## src/rtl/axil_elastic_buffer.sv

```systemverilog
// Elastic buffer for one AXI-lite channel: circular store plus optional output register.
// in_ready depends only on registered state and flush, never on out_ready.
module axil_elastic_buffer #(
  parameter int DATA_WIDTH        = 32,
  parameter int DEPTH             = 2,
  parameter int REGISTER_OUTPUT   = 1,
  parameter int ALMOST_FULL_LEVEL = DEPTH - 1,
  localparam int CAPACITY         = DEPTH + REGISTER_OUTPUT,
  localparam int OCC_W            = $clog2(CAPACITY + 1)
) (
  input  logic                  clock,
  input  logic                  reset,
  input  logic                  flush,
  input  logic                  in_valid,
  output logic                  in_ready,
  input  logic [DATA_WIDTH-1:0] in_data,
  output logic                  out_valid,
  input  logic                  out_ready,
  output logic [DATA_WIDTH-1:0] out_data,
  output logic [OCC_W-1:0]      occupancy,
  output logic                  almost_full
);

  localparam int AW = $clog2(DEPTH);
  localparam logic [OCC_W-1:0] CAP_OCC = OCC_W'(CAPACITY);
  localparam logic [OCC_W-1:0] AF_OCC  = OCC_W'(ALMOST_FULL_LEVEL);
  localparam logic [OCC_W-1:0] OCC_ONE = OCC_W'(1);
  localparam logic [AW:0]      PTR_ONE = (AW + 1)'(1);

  logic [DATA_WIDTH-1:0] mem [DEPTH];

  logic [AW:0]           wr_ptr_q, wr_ptr_d;
  logic [AW:0]           rd_ptr_q, rd_ptr_d;
  logic [OCC_W-1:0]      occ_q, occ_d;
  logic                  ov_q, ov_d;
  logic [DATA_WIDTH-1:0] od_q, od_d;
  logic                  af_q;
  logic                  rdy_en_q;

  logic                  push, pop, st_empty, load, bypass, st_write, st_read;
  logic [DATA_WIDTH-1:0] rd_data;

  assign st_empty = (rd_ptr_q == wr_ptr_q);
  assign rd_data  = mem[rd_ptr_q[AW-1:0]];

  assign in_ready  = rdy_en_q && (occ_q != CAP_OCC) && !flush;
  assign out_valid = (REGISTER_OUTPUT != 0) ? ov_q : !st_empty;
  // Without an output register od_q holds the last word read, shown while storage is empty.
  assign out_data  = ((REGISTER_OUTPUT != 0) || st_empty) ? od_q : rd_data;
  assign occupancy   = occ_q;
  assign almost_full = af_q;

  assign push = in_valid && in_ready;
  assign pop  = out_valid && out_ready;

  // Output register refills when empty or being drained; an empty store lets the input fall through.
  assign load     = (REGISTER_OUTPUT != 0) && (!ov_q || pop);
  assign bypass   = load && st_empty && push;
  assign st_write = push && !bypass;
  assign st_read  = (REGISTER_OUTPUT != 0) ? (load && !st_empty) : pop;

  always_comb begin
    wr_ptr_d = wr_ptr_q;
    rd_ptr_d = rd_ptr_q;
    occ_d    = occ_q;
    ov_d     = ov_q;
    od_d     = od_q;
    if (flush) begin
      wr_ptr_d = '0;
      rd_ptr_d = '0;
      occ_d    = '0;
      ov_d     = 1'b0;
    end else begin
      if (st_write) wr_ptr_d = wr_ptr_q + PTR_ONE;
      if (st_read)  rd_ptr_d = rd_ptr_q + PTR_ONE;
      if (push && !pop)      occ_d = occ_q + OCC_ONE;
      else if (pop && !push) occ_d = occ_q - OCC_ONE;
      if (REGISTER_OUTPUT != 0) begin
        if (load) begin
          if (!st_empty) begin
            ov_d = 1'b1;
            od_d = rd_data;
          end else if (push) begin
            ov_d = 1'b1;
            od_d = in_data;
          end else begin
            ov_d = 1'b0;
          end
        end
      end else if (pop) begin
        od_d = rd_data;
      end
    end
  end

  always_ff @(posedge clock or posedge reset) begin
    if (reset) begin
      wr_ptr_q <= '0;
      rd_ptr_q <= '0;
      occ_q    <= '0;
      ov_q     <= 1'b0;
      od_q     <= '0;
      af_q     <= 1'b0;
      rdy_en_q <= 1'b0;
    end else begin
      wr_ptr_q <= wr_ptr_d;
      rd_ptr_q <= rd_ptr_d;
      occ_q    <= occ_d;
      ov_q     <= ov_d;
      od_q     <= od_d;
      af_q     <= (occ_d >= AF_OCC);
      rdy_en_q <= 1'b1;
    end
  end

  // Storage is deliberately left out of reset.
  always_ff @(posedge clock) begin
    if (st_write) mem[wr_ptr_q[AW-1:0]] <= in_data;
  end

endmodule

```

## config.mk

```make
export PLATFORM = sky130hd
export DESIGN_NAME = axil_elastic_buffer
export DESIGN_NICKNAME = d
export VERILOG_FILES = /design/src/rtl/axil_elastic_buffer.sv
export SDC_FILE = /design/constraint.sdc
export NUM_CORES = 1
export LEC_CHECK = 0
export ABC_AREA = 1
export CAP_MARGIN = 20
export CORE_MARGIN = 2
export CORE_UTILIZATION = 53
export CTS_CLUSTER_SIZE = 24
export DETAILED_ROUTE_END_ITERATION = 10
export GPL_TIMING_DRIVEN = 0
export PLACE_DENSITY = 0.86
export SLEW_MARGIN = 25
export SYNTH_ARGS = -nofsm -noshare
export SYNTH_HDL_FRONTEND = slang
export SYNTH_SLANG_ARGS = --single-unit
```

## constraint.sdc

```tcl
create_clock -name clock -period 3.1 [get_ports clock]
set_input_delay 0.31 -clock clock [delete_from_list [all_inputs] [get_ports clock]]
set_output_delay 0.31 -clock clock [all_outputs]
set_load 0.05 [all_outputs]
```

==> results.md <==
* Outcome: complete, no violations
* EDFF count, synth at 64
* I/O pins at 74
* Worst Path Max Fanout at 4
* Xor and xnor area share after synthesis at 1.354%
* Post-Synth Adder-Cell Area at 0.2764%
* Reg2Reg Depth at 7
* Pwr per Cell Area at 986.4 nW/um^2
* Starting density of the core at 54.82%
* Clock sinks at 105
* Final TNS setup at 0 ns
* Max Cap Viol at 0
* Initial DRC Count at 214
* Number of gates resized after CTS at 0
* Post-cts hold buffer count at 0
* Fill count at 646
* Final setup viols at 0
* Clock-pin slew of the registers on the worst-case setup and hold paths at 0.10 ns
* Hold Crit Class: input port to asynchronous set/reset pin
* CTS Root Cell: clkbuf_8
* Mux contribution to synthesized area at 0%
* Reg2Reg Setup Slack at 0.89 ns
* DRC viols at 0
* Die area at 9297 um^2
* Dpl ws at 0.7278 ns
* Worst Tran Pin Value at 0.7162 ns
* Crit. End Element: primary output
* Netlist Area Pre-Place at 4527 um^2
* Cells after Synth at 475
* Post-synthesis compound-gate area fraction at 0.1106%
* Antenna viol nets, final at 0
* Post-synth top area share at 42.45%
* Post-synth top cells: nand2_1 (271), edfxtp_1 (64), nand3_1 (43), dfrtp_1 (41), inv_1 (14)
* Leakage power at 0.002610 uW
* Worst clock skew at 0.01173 ns
* Total grt overflow at 0
* Reg2reg end: mem[1][28]
* Most frequent cell after synthesis: nand2_1
* Syn Nets at 513
* Area Growth Syn to Fin at 24.79%
* ANT cells at 0
* Final nets at 599
* Final Cycle Share at 77.70%
* Htree depth at 3
* Latest clock arrival within the worst-skew pair at 0.37 ns
* Setup ws final at 0.6913 ns
* DRT Pass-1 Iters at 5
* Final hold violation count at 0
* Routed WL per cell at 14.37 um
* WL final at 9645 um
* Gpl congestion at 0.7714
* Max-slew headroom at 52.19%
* Worst path required time at 2.79 ns
* Fraction of layout cells with a size suffix above 1 at 7.774%
* Synth area leaders: edfxtp_1 (42%), dfrtp_1 (23%), nand2_1 (22%)
* Total number of vias at 3397
* Port-buffer cells at 73
* Hold slack at 0.1890 ns
* VDD IR max at 0.5465 mV
* Wire length on met1 at 3848 um
* Core area at 8258 um^2
* HPWL Detailed at 6530 um
* Area leader, netlist: edfxtp_1
* Cell Count Post-Placement at 655
* Num CTS Buffers at 9
* Avg Cell Area, Syn at 9.530 um^2
* Syn. warnings at 0
* Row cnt at 33
* Ys flop type: edfxtp_1
* Post CTS Setup Buffer Count at 0
* Synth Area in Simple Gates at 28.83%
* Distinct cells, synth at 21
* Ys async rst share at 39.05%
* Tot GR Track Use at 22.70%
* Clock Path Buffers at 2
* Register area share after synthesis at 65.12%
* Largest family of logic cells by synthesized area: simple AND/OR/NAND/NOR gates
* Initial antenna violation count at 0
* Top layer reached by signal wires: met4
* Crit path DAT at 2.10 ns
* Routed wl met3 at 627 um
* CTS tree: built
* Die width at 96.42 um
* Die H at 96.42 um
* Slew Limit Fails at 0
* Vias in the first global route at 3404
* Critical path launch point type: flip-flop
* FF-to-FF Start: occupancy[0]
* Crit path kind: flip-flop to primary output
* RSZ-0062 raised after global routing: no
* Pin count of the biggest net entering global routing at 33
* First-pass GRT wire length at 15640 um
* Non-filler instance count after layout at 671
* Fin crit period at 2.409 ns
* FF+latch count, synth at 105
* Metal2 WL at 5050 um
* Via/cell ratio at 5.063
* Achievable Freq at 415.2 MHz
==> metal layers <==
layer / vias up / GRT usage (%)
met5: - / 0
met4: 0 / 9.624
met3: 10 / 4.344
met2: 106 / 38.83
met1: 1595 / 28.40
li1: 1686 / -
==> worst max path at each step <==
stage	to	startpoint	cells past startpoint	slack (ns)
floorplan	mem[1][0]	occupancy[0]	6	0.01
CTS	in_ready	occupancy[0]	5	0.69
finish	in_ready	occupancy[0]	5	0.69
global placement	mem[1][0]	flush	6	-0.71
global route	in_ready	occupancy[0]	5	0.56
detailed placement	mem[1][0]	flush	7	0.73
==> layout by cell type (no fill, tap or decap), types with 2 or more instances in the layout <==
| cell | netlist | routed |
|---|---|---|
| clkbuf_8 | 0 | 10 |
| nor2_1 | 4 | 3 |
| clkdlybuf4s50_1 | 0 | 73 |
| edfxtp_1 | 64 | 64 |
| buf_2 | 12 | 12 |
| xor2_1 | 2 | 2 |
| clkinv_4 | 0 | 2 |
| dfrtp_1 | 41 | 41 |
| nand2_4 | 2 | 2 |
| nand3_1 | 43 | 43 |
| buf_4 | 3 | 3 |
| inv_2 | 1 | 3 |
| clkbuf_1 | 4 | 5 |
| inv_1 | 14 | 12 |
| nand2_1 | 271 | 271 |
| nand4_1 | 4 | 4 |
| buf_6 | 3 | 3 |
==> worst max-delay path: stages (launching register included) <==
cell and delay, ns:
dfrtp_1 0.44, ha_1 0.22, nor2_1 0.16, nand2_1 0.07, inv_1 0.06, clkdlybuf4s50_1 0.79
==> power breakdown <==
part	switching (uW)	total, uW	internal [uW]
logic	1910	2830	912
clock network	460	862	401
registers	134	1880	1750
==> layout make-up <==
type                       instances  area (um^2)  share of cell area, %
sequential                       105         2948                  52.18
timing repair buffer              75        778.2                  13.78
multi-input combinational        332         1395                  24.70
tap                              105        131.4                  2.326
clock buffer                      11        141.4                  2.503
inverter                          16        60.06                  1.063
buffer                            22        131.4                  2.326
clock inverter                     5        63.81                  1.130
==> stage by stage <==
stage                     utilization (%)  power, uW  instance area (um^2)
after global routing                68.41       5950                  5649
after CTS                           68.41       5592                  5649
after floorplan                         -       3875                  4527
final                               68.41       5572                  5649
after detailed placement            65.92       4735                  5444
after global placement              65.26       4641                  5389
==> flip-flops by register name (all words and copies together) (netlist names) <==
register,cells
mem,64
out_data,32
out_valid,1
almost_full,1
rd_ptr_q,2
rdy_en_q,1
wr_ptr_q,2
occupancy,2
==> kinds of logic after synthesis <==
logic type | after synthesis
fa+ha+maj | 1
simple gates | 325
compound gates | 1
flops | 105
xor+xnor | 4
buf+inv | 38
other cells | 1
No activity file was read; power rests on OpenSTA's default activity.
